==> src/rtl/sonar_pkg.sv <==
// Shared types and constants for the sonar measurement post-processing blocks.
package sonar_pkg;

  localparam int unsigned DIST_W   = 14;
  localparam int unsigned CNT_W    = 24;
  localparam logic [DIST_W-1:0] MAX_CODE = 14'h3FFF;

  localparam int unsigned FLAG_OVF = 0;
  localparam int unsigned FLAG_IRQ = 1;

  typedef enum logic [1:0] {
    FILL0,
    FILL1,
    FILL2,
    RUN
  } fill_state_t;

endpackage

==> src/rtl/median3.sv <==
// Combinational median of three unsigned distances; ties return the duplicated value.
module median3
  import sonar_pkg::*;
(
  input  logic [DIST_W-1:0] a,
  input  logic [DIST_W-1:0] b,
  input  logic [DIST_W-1:0] c,
  output logic [DIST_W-1:0] med_c
);

  logic [DIST_W-1:0] lo_ab;
  logic [DIST_W-1:0] hi_ab;
  logic [DIST_W-1:0] hi_min_c;

  // median = max(min(a,b), min(max(a,b), c))
  always_comb begin
    lo_ab    = (a < b) ? a : b;
    hi_ab    = (a < b) ? b : a;
    hi_min_c = (hi_ab < c) ? hi_ab : c;
    med_c    = (lo_ab > hi_min_c) ? lo_ab : hi_min_c;
  end

endmodule

==> src/rtl/sonar_filter.sv <==
// Median-filters sonar distances per completed measurement and drives
// hysteresis obstacle and stale flags for navigation.
module sonar_filter
  import sonar_pkg::*;
#(
  parameter logic [DIST_W-1:0] NEAR_TH      = 14'd1000,
  parameter logic [DIST_W-1:0] FAR_TH       = 14'd1200,
  parameter logic [CNT_W-1:0]  STALE_CYCLES = 24'd5_000_000
) (
  input  logic              clk,
  input  logic              reset,
  input  logic [DIST_W-1:0] distance_in,
  input  logic [1:0]        flags_in,
  input  logic              clear,
  output logic [DIST_W-1:0] dist_filt,
  output logic              dist_valid,
  output logic              obstacle,
  output logic              stale
);

  generate
    if (NEAR_TH >= FAR_TH) begin : g_th_check
      $error("sonar_filter: NEAR_TH must be below FAR_TH");
    end
  endgenerate

  fill_state_t       state_q;
  fill_state_t       state_d;
  logic              irq_d;
  logic [DIST_W-1:0] w0;
  logic [DIST_W-1:0] w1;
  logic [CNT_W-1:0]  cnt_q;
  logic [CNT_W-1:0]  cnt_d;
  logic              capture_c;
  logic              stale_d_c;
  logic              flush_c;
  logic              upd_c;
  logic [DIST_W-1:0] sample_c;
  logic [DIST_W-1:0] med_c;

  // Capture on the interrupt rising edge; overflow reads as the farthest code.
  always_comb begin
    capture_c = flags_in[FLAG_IRQ] & ~irq_d;
    sample_c  = flags_in[FLAG_OVF] ? MAX_CODE : distance_in;
  end

  // Stale counter and sticky stale flag; only a capture clears stale.
  always_comb begin
    cnt_d = cnt_q;
    if (capture_c) begin
      cnt_d = '0;
    end else if (cnt_q != STALE_CYCLES) begin
      cnt_d = cnt_q + CNT_W'(1);
    end
    stale_d_c = ~capture_c & (stale | (cnt_d == STALE_CYCLES));
    flush_c   = clear | stale_d_c;
  end

  // The oldest tap of the new window is the w1 being shifted out, so it is never stored.
  median3 u_median3 (
    .a     (sample_c),
    .b     (w0),
    .c     (w1),
    .med_c (med_c)
  );

  always_ff @(posedge clk or negedge reset) begin
    if (!reset) begin
      state_q <= FILL0;
    end else begin
      state_q <= state_d;
    end
  end

  always_comb begin
    state_d = state_q;
    upd_c   = 1'b0;
    if (flush_c) begin
      state_d = FILL0;
    end else if (capture_c) begin
      unique case (state_q)
        FILL0: state_d = FILL1;
        FILL1: state_d = FILL2;
        FILL2: begin
          state_d = RUN;
          upd_c   = 1'b1;
        end
        RUN: begin
          state_d = RUN;
          upd_c   = 1'b1;
        end
        default: state_d = FILL0;
      endcase
    end
  end

  // Interrupt edge history survives clear so a held interrupt is not re-captured.
  always_ff @(posedge clk or negedge reset) begin
    if (!reset) begin
      irq_d <= 1'b1;
    end else begin
      irq_d <= flags_in[FLAG_IRQ];
    end
  end

  always_ff @(posedge clk or negedge reset) begin
    if (!reset) begin
      w0         <= '0;
      w1         <= '0;
      cnt_q      <= '0;
      stale      <= 1'b1;
      dist_filt  <= '0;
      dist_valid <= 1'b0;
      obstacle   <= 1'b1;
    end else begin
      dist_valid <= upd_c;
      if (clear) begin
        w0        <= '0;
        w1        <= '0;
        cnt_q     <= '0;
        stale     <= 1'b1;
        dist_filt <= '0;
        obstacle  <= 1'b1;
      end else begin
        cnt_q <= cnt_d;
        stale <= stale_d_c;
        if (stale_d_c) begin
          w0 <= '0;
          w1 <= '0;
        end else if (capture_c) begin
          w1 <= w0;
          w0 <= sample_c;
        end
        if (upd_c) begin
          dist_filt <= med_c;
        end
        // Hysteresis evaluated one cycle after the filtered value lands.
        if (stale_d_c) begin
          obstacle <= 1'b1;
        end else if (dist_valid) begin
          if (dist_filt < NEAR_TH) begin
            obstacle <= 1'b1;
          end else if (dist_filt > FAR_TH) begin
            obstacle <= 1'b0;
          end
        end
      end
    end
  end

endmodule

==> config.mk <==
export PLATFORM = sky130hd
export DESIGN_NAME = sonar_filter
export DESIGN_NICKNAME = d
export VERILOG_FILES = /design/src/rtl/sonar_pkg.sv /design/src/rtl/median3.sv /design/src/rtl/sonar_filter.sv
export SDC_FILE = /design/constraint.sdc
export NUM_CORES = 1
export LEC_CHECK = 0
export ABC_AREA = 0
export CORE_UTILIZATION = 31
export DETAILED_ROUTE_END_ITERATION = 8
export HOLD_SLACK_MARGIN = 0.1
export PLACE_DENSITY = 0.57
export REMOVE_ABC_BUFFERS = 1
export SLEW_MARGIN = 20
export SYNTH_ARGS = -nofsm -noshare
export SYNTH_HDL_FRONTEND = slang
export SYNTH_HIERARCHICAL = 1
export SYNTH_SLANG_ARGS = --single-unit
==> constraint.sdc <==
create_clock -name clk -period 6.9 [get_ports clk]
set_clock_uncertainty 0.15 [all_clocks]
set_input_delay 0.69 -clock clk [delete_from_list [all_inputs] [get_ports clk]]
set_output_delay 0.69 -clock clk [all_outputs]
set_load 0.005 [all_outputs]
Yosys cells after proc, flatten, opt, wreduce, memory -nomap -nowiden --
Cells that the tools add are included.
Storage, ports and cells: bits in registers 72, bits in latches 0, bits in writable memories 0, memory bits (read-only) 0, input bits 19, output and inout port bits 17, memories 0
Cells by class: $add $sub $neg 1, multiply operators 0, div/mod/pow operators 0, magnitude comparators 5, equal/unequal tests 5, shifts and indexed selects 0, mux-type cells 28, bitwise gates (word level) 6, reduce and logical (&&, ||, !) cells 8
Operator list (count):
- 14-bit 2-to-1 mux | 13
- 24-bit 2-to-1 mux | 3
- 14-bit less-than comparator | 2
- 24-bit by 1-bit adder with 24-bit output (second input constant) | 1
- 24-bit by 23-bit equality test with 1-bit output (second input constant) | 1
- 24-bit by 23-bit != test with 1-bit output (second input constant) | 1
- 14-bit by 11-bit > comparator with 1-bit output (second input constant) | 1
- 14-bit > comparator | 1
- 14-bit by 10-bit less-than comparator with 1-bit output (second input constant) | 1
- 1-bit 2-to-1 mux | 9
- 2-bit case mux with 3 select lines | 1
- 3-bit nonzero test | 2
- 2-bit equality test (second input constant) | 2
- 2-bit 2-to-1 mux | 2
- 2-bit nonzero test | 2
- 4-bit nonzero test | 1
- 1-bit AND | 2
- 2-bit by 1-bit equality test with 1-bit output (second input constant) | 1
- 2-bit logical NOT | 1
- 1-bit inverter | 2
- 1-bit bitwise OR | 2
- 2-bit AND reduction | 1
- 2-bit OR reduction | 1

Longest topological paths before layout --
depth after elaboration 10, depth in mapped cells 33

Modules after synthesis --
The synthesis kept the hierarchy.
By module, submodules not included:
- sonar_filter | instances 1, cells an instance 404, area each 3731.1 sq um
- median3 | instances 1, cells an instance 265, area each 1669.1 sq um

Worst setup path after synthesis --
Ideal clock, no wire load.
kind in2reg, from input flags_in[0], to register dist_filt[6], arrival time 6394 ps, required time 6617 ps, slack 222 ps, cell stages on the path 33, path buffers 6, path through clkbuf_1 or2_2 ha_1 a21oi_1 nand2_1 a221o_1 a21oi_4 clkbuf_1 clkbuf_1 nand2_1 o21ai_0 ha_1 a21oi_1 o21ai_1 a221oi_1 nand2_1 nor2_1 a211oi_2 clkbuf_1 buf_2 nand2_1 o21ai_0 ha_1 a21oi_1 a21boi_0 o31ai_1 a21oi_1 or2_2 o21ai_1 buf_2 a222oi_1 nand2_1 o21ai_0
On the way: cells in the longest elaborated chain, start to end 9, elaborated cells on any way between the ends 10, classes of those cells 3 x order compare; 7 x mux
RTL lines:
- from (decl) | RTL line sonar_filter.sv:13 | input logic [1:0] flags_in,
- 14-bit 2-to-1 mux * | RTL line sonar_filter.sv:44 | sample_c = flags_in[FLAG_OVF] ? MAX_CODE : distance_in;
- named net sample_c[12] | RTL line sonar_filter.sv:38 | logic [DIST_W-1:0] sample_c;
- 14-bit less-than comparator | RTL line median3.sv:17, median3.sv:18
- 14-bit 2-to-1 mux | RTL line median3.sv:18 | hi_ab = (a < b) ? b : a;
- 14-bit less-than comparator | RTL line median3.sv:19 | hi_min_c = (hi_ab < c) ? hi_ab : c;
- 14-bit 2-to-1 mux | RTL line median3.sv:19
- 14-bit > comparator | RTL line median3.sv:20 | med_c = (lo_ab > hi_min_c) ? lo_ab : hi_min_c;
- 14-bit 2-to-1 mux * | RTL line median3.sv:20
- named net med_c[6] | RTL line sonar_filter.sv:39 | logic [DIST_W-1:0] med_c;
- 14-bit 2-to-1 mux * | RTL line sonar_filter.sv:134 | if (upd_c) begin
- 14-bit 2-to-1 mux * | RTL line sonar_filter.sv:117 | if (clear) begin
- to (signal assigned) | RTL line sonar_filter.sv:135 | dist_filt <= med_c;
- to (decl) | RTL line sonar_filter.sv:15 | output logic [DIST_W-1:0] dist_filt,
The timed path passes the listed nets; every way through them passes the cells marked *. The select of a mux whose other input is x is not followed. A chain may end at the register's enable or synchronous reset.

Final worst setup path --
from input distance_in[13], to register dist_filt[7]
On the way: cells in the longest elaborated chain, start to end 9, elaborated cells on any way between the ends 10, classes of those cells 3 x order compare; 7 x mux
RTL lines:
- from (decl) | RTL line sonar_filter.sv:12 | input logic [DIST_W-1:0] distance_in,
- 14-bit 2-to-1 mux * | RTL line sonar_filter.sv:44
- named net sample_c[13] | RTL line sonar_filter.sv:38
- 14-bit less-than comparator | RTL line median3.sv:17, median3.sv:18
- 14-bit 2-to-1 mux | RTL line median3.sv:18
- 14-bit less-than comparator | RTL line median3.sv:19
- 14-bit 2-to-1 mux | RTL line median3.sv:19
- 14-bit > comparator | RTL line median3.sv:20
- 14-bit 2-to-1 mux * | RTL line median3.sv:20
- named net med_c[7] | RTL line sonar_filter.sv:39
- 14-bit 2-to-1 mux * | RTL line sonar_filter.sv:134
- 14-bit 2-to-1 mux * | RTL line sonar_filter.sv:117
Marks and branches as above.

==> out/summary.txt <==
cell types with the highest counts after synthesis: sky130_fd_sc_hd__nand2_1 (106), sky130_fd_sc_hd__dfrtp_1 (69), sky130_fd_sc_hd__inv_1 (64)
DRT Pass-1 Iters: 5
synth-to-layout area growth: 24.28%
TritonCTS Sinks: 72
die area: 0.01795 mm^2
H-tree depth: 3
data arrival at the endpoint of the critical path: 6.61 ns
effective utilization at floorplan: 32.11%
initial antenna violation count: 0
Final setup viols: 0
minimum clock period after layout: 6.501 ns
cell types with the largest area share after synthesis: sky130_fd_sc_hd__dfrtp_1 (32%), sky130_fd_sc_hd__ha_1 (9.7%), sky130_fd_sc_hd__nand2_1 (7.4%)
number of enable flip-flop cells after synthesis: 0
Worst path most repeated cell: sky130_fd_sc_hd__nand2_1
# fillers: 1724
I/O Buffers: 35
crit start category: input port
average size of a mapped cell: 8.072 um^2
Die Span X: 134.0 um
Crit Path Class: in -> reg
Seq/Total Area, Yosys: 33.43%
Yosys top cell by area: sky130_fd_sc_hd__dfrtp_1
clock transition at the registers of the reported paths: 0.07 ns
wire length per cell: 16.35 um
critical path peak fanout: 8
total routing usage reported by global routing: 17.80%
R2R Setup Slk: 1.01 ns
vias in the first global route: 4750
fraction of synthesis flops using an asynchronous set or reset pin: 100.0%
diode count: 0
IR drop worst, VDD: 0.1258 mV
endpoint of the most critical setup path: dist_filt[7]
number of antenna-violating nets in the routed design: 0
area share of the largest cell type after synthesis: 31.97%
Core ar.: 0.01682 mm^2
summed instance area of the synthesized netlist: 0.005400 mm^2
critical path data required time: 7.01 ns
cell count after placement: 937
GRT overflow: 0
Final Hold Viols: 0
slowest CP cell: sky130_fd_sc_hd__clkdlybuf4s50_1
flop and latch count out of synthesis: 72
total negative setup slack: 0 ns
Net count, final: 793
clock latency at the later pin of the worst-skew pair: 0.35 ns
DRT iter0 DRCs: 336
library cells used by synthesis: 61
warning count from the yosys run: 6
buffers from clock root to sink, at most: 2
final wirelength: 15650 um
unrepaired setup endpoints after global routing: no
core utilization of the finished layout: 39.90%
Max-slew headroom: 30.60%
standard-cell row count: 47
area taken by multi-input logic gates: 0.003231 mm^2
leakage power summed over all cells: 2.795 nW
category of the worst setup path capture point: flop
Die Y: 134.0 um
vias after detailed routing: 5046
worst r2r src: w0[7]
portion of the clock cycle consumed by the worst path in the final layout: 94.22%
cell chosen for the clock root: sky130_fd_sc_hd__clkbuf_16
Total Power Consumption: 0.001360 W
prevailing post-synth register cell: sky130_fd_sc_hd__dfrtp_1
worst r2r dst: dist_filt[7]
post-route non-filler standard cell count: 957
number of instances in the synthesized netlist: 669
Top Ports: 36
post-DR vias/cell: 5.273
clock tree from TritonCTS: built
Largest stage delay, worst path: 0.44 ns
status: completed
worst r2r path cells: 33
DRC errors left: 0
first-pass GRT wire length: 24980 um
maximum number of pins on one net before global-route repair: 73
final-report max-slew violation count: 0
peak clock frequency supported by timing: 153.8 MHz
placer's final routability congestion estimate: 0.8971
footprint of the flip-flops and latches: 0.001805 mm^2
actual slew at the worst max-slew pin: 1.041 ns
most instantiated library cell after synthesis: sky130_fd_sc_hd__nand2_1
share of cells above drive strength 1: 14.79%
Detail Placement HPWL: 11220 um
total of max-cap violations: 0
worst slack on hold paths: 0.2988 ns
timing startpoint of the critical path: distance_in[13]
clock buffers created by TritonCTS: 9
total power density per cell area: 202.6 mW/mm^2
class of the tightest hold or removal check: in -> async
## through the flow
stage / worst slack, ns / cell area (um^2)
floorplan: -0.2677 / 5213
global placement: -0.3394 / 6284
detailed placement: -0.3520 / 6284
CTS: 0.04050 / 6609
global route: 0.06650 / 6711
finish: 0.3987 / 6711
## final cells by class
cell class	count	share of cell area, %
tap	220	4.101
sequential	72	26.90
clock inverter	6	1.007
multi-input combinational	493	48.14
inverter	65	3.635
clock buffer	10	3.561
timing repair buffer	91	12.66
## metal layers
metal | vias to the layer above | share of wire, % | track usage, %
met2 | 98 | 49 | 30.43
met4 | 0 | 1.6 | 5.997
met1 | 2433 | 46 | 22.68
li1 | 2497 | - | -
met5 | - | 0 | 0
met3 | 18 | 3.1 | 2.872
## timing repair
item / in CTS / in global routing
gates resized for setup: 3 / 24
setup endpoints to repair: 2 / 14
setup buffers: 1 / 2
hold buffers: 0 / 0
pin swaps: 1 / 18
gates cloned: 0 / 1
## cells in the final DEF, fill, tap and decap left out, drive strengths merged, types with 6 or more instances in the layout
cell type and instances:
xnor2 9, buf 56, clkbuf 11, o41ai 15
xor2 13, a21oi 27, nor2 41, clkdlybuf4s50 33
o32ai 14, a222oi 13, nand4 11, or2 15
nor2b 7, nand2 106, ha 42, inv 65
and3 6, o21ai 67, dfrtp 69, and4 6
nand2b 20, nand3 20
## critical path, delay by kind of cell
family                     cells  cell delay (ns)
AOI/OAI and AO/OA             14             2.44
adders and majority gates      3             0.93
buffers and inverters          7             1.35
and+or+nand+nor                9             1.19
## report_power, final
| part | total, W | internal (W) | switching [W] |
|---|---|---|---|
| clock | 0.000490 | 0.000291 | 0.000199 |
| combinational | 0.000434 | 0.000205 | 0.000228 |
| sequential | 0.000436 | 0.000430 | 0.00000605 |
| total | 0.00136 | 0.000926 | 0.000434 |
## cell families (layout without fill, tap and decap cells)
family                   Yosys count  in the layout  synth area share (%)
AO/OA/AOI/OAI                    166            166                 20.76
XOR/XNOR                          22             22                 3.568
adder cells (fa/ha/maj)           42             42                 9.731
buffers and inverters            104            172                 7.993
flip-flops                        72             72                 33.43
multiplexers                       4              4                0.7415
AND/OR/NAND/NOR                  259            259                 23.77
## worst min path at each step
stage / start / endpoint / slack (ns) / depth (start not counted)
6_report: reset / w0[1] / 0.30 / 1
5_1_grt: reset / w1[12] / 0.42 / 1
4_1_cts: reset / w0[1] / 0.38 / 1
3_5_place_dp: state_q[0] / state_q[1] / 0.37 / 2
3_3_place_gp: state_q[1] / state_q[0] / 0.36 / 2
2_1_floorplan: reset / cnt_q[0] / 0.24 / 0
## flip-flops by register name (all words and copies together), names as in the netlist
register / cells
w1: 14
irq_d: 1
stale: 1
dist_valid: 1
obstacle: 1
w0: 14
state_q: 2
cnt_q: 24
dist_filt: 14
No activity file was read; power rests on OpenSTA's default activity.
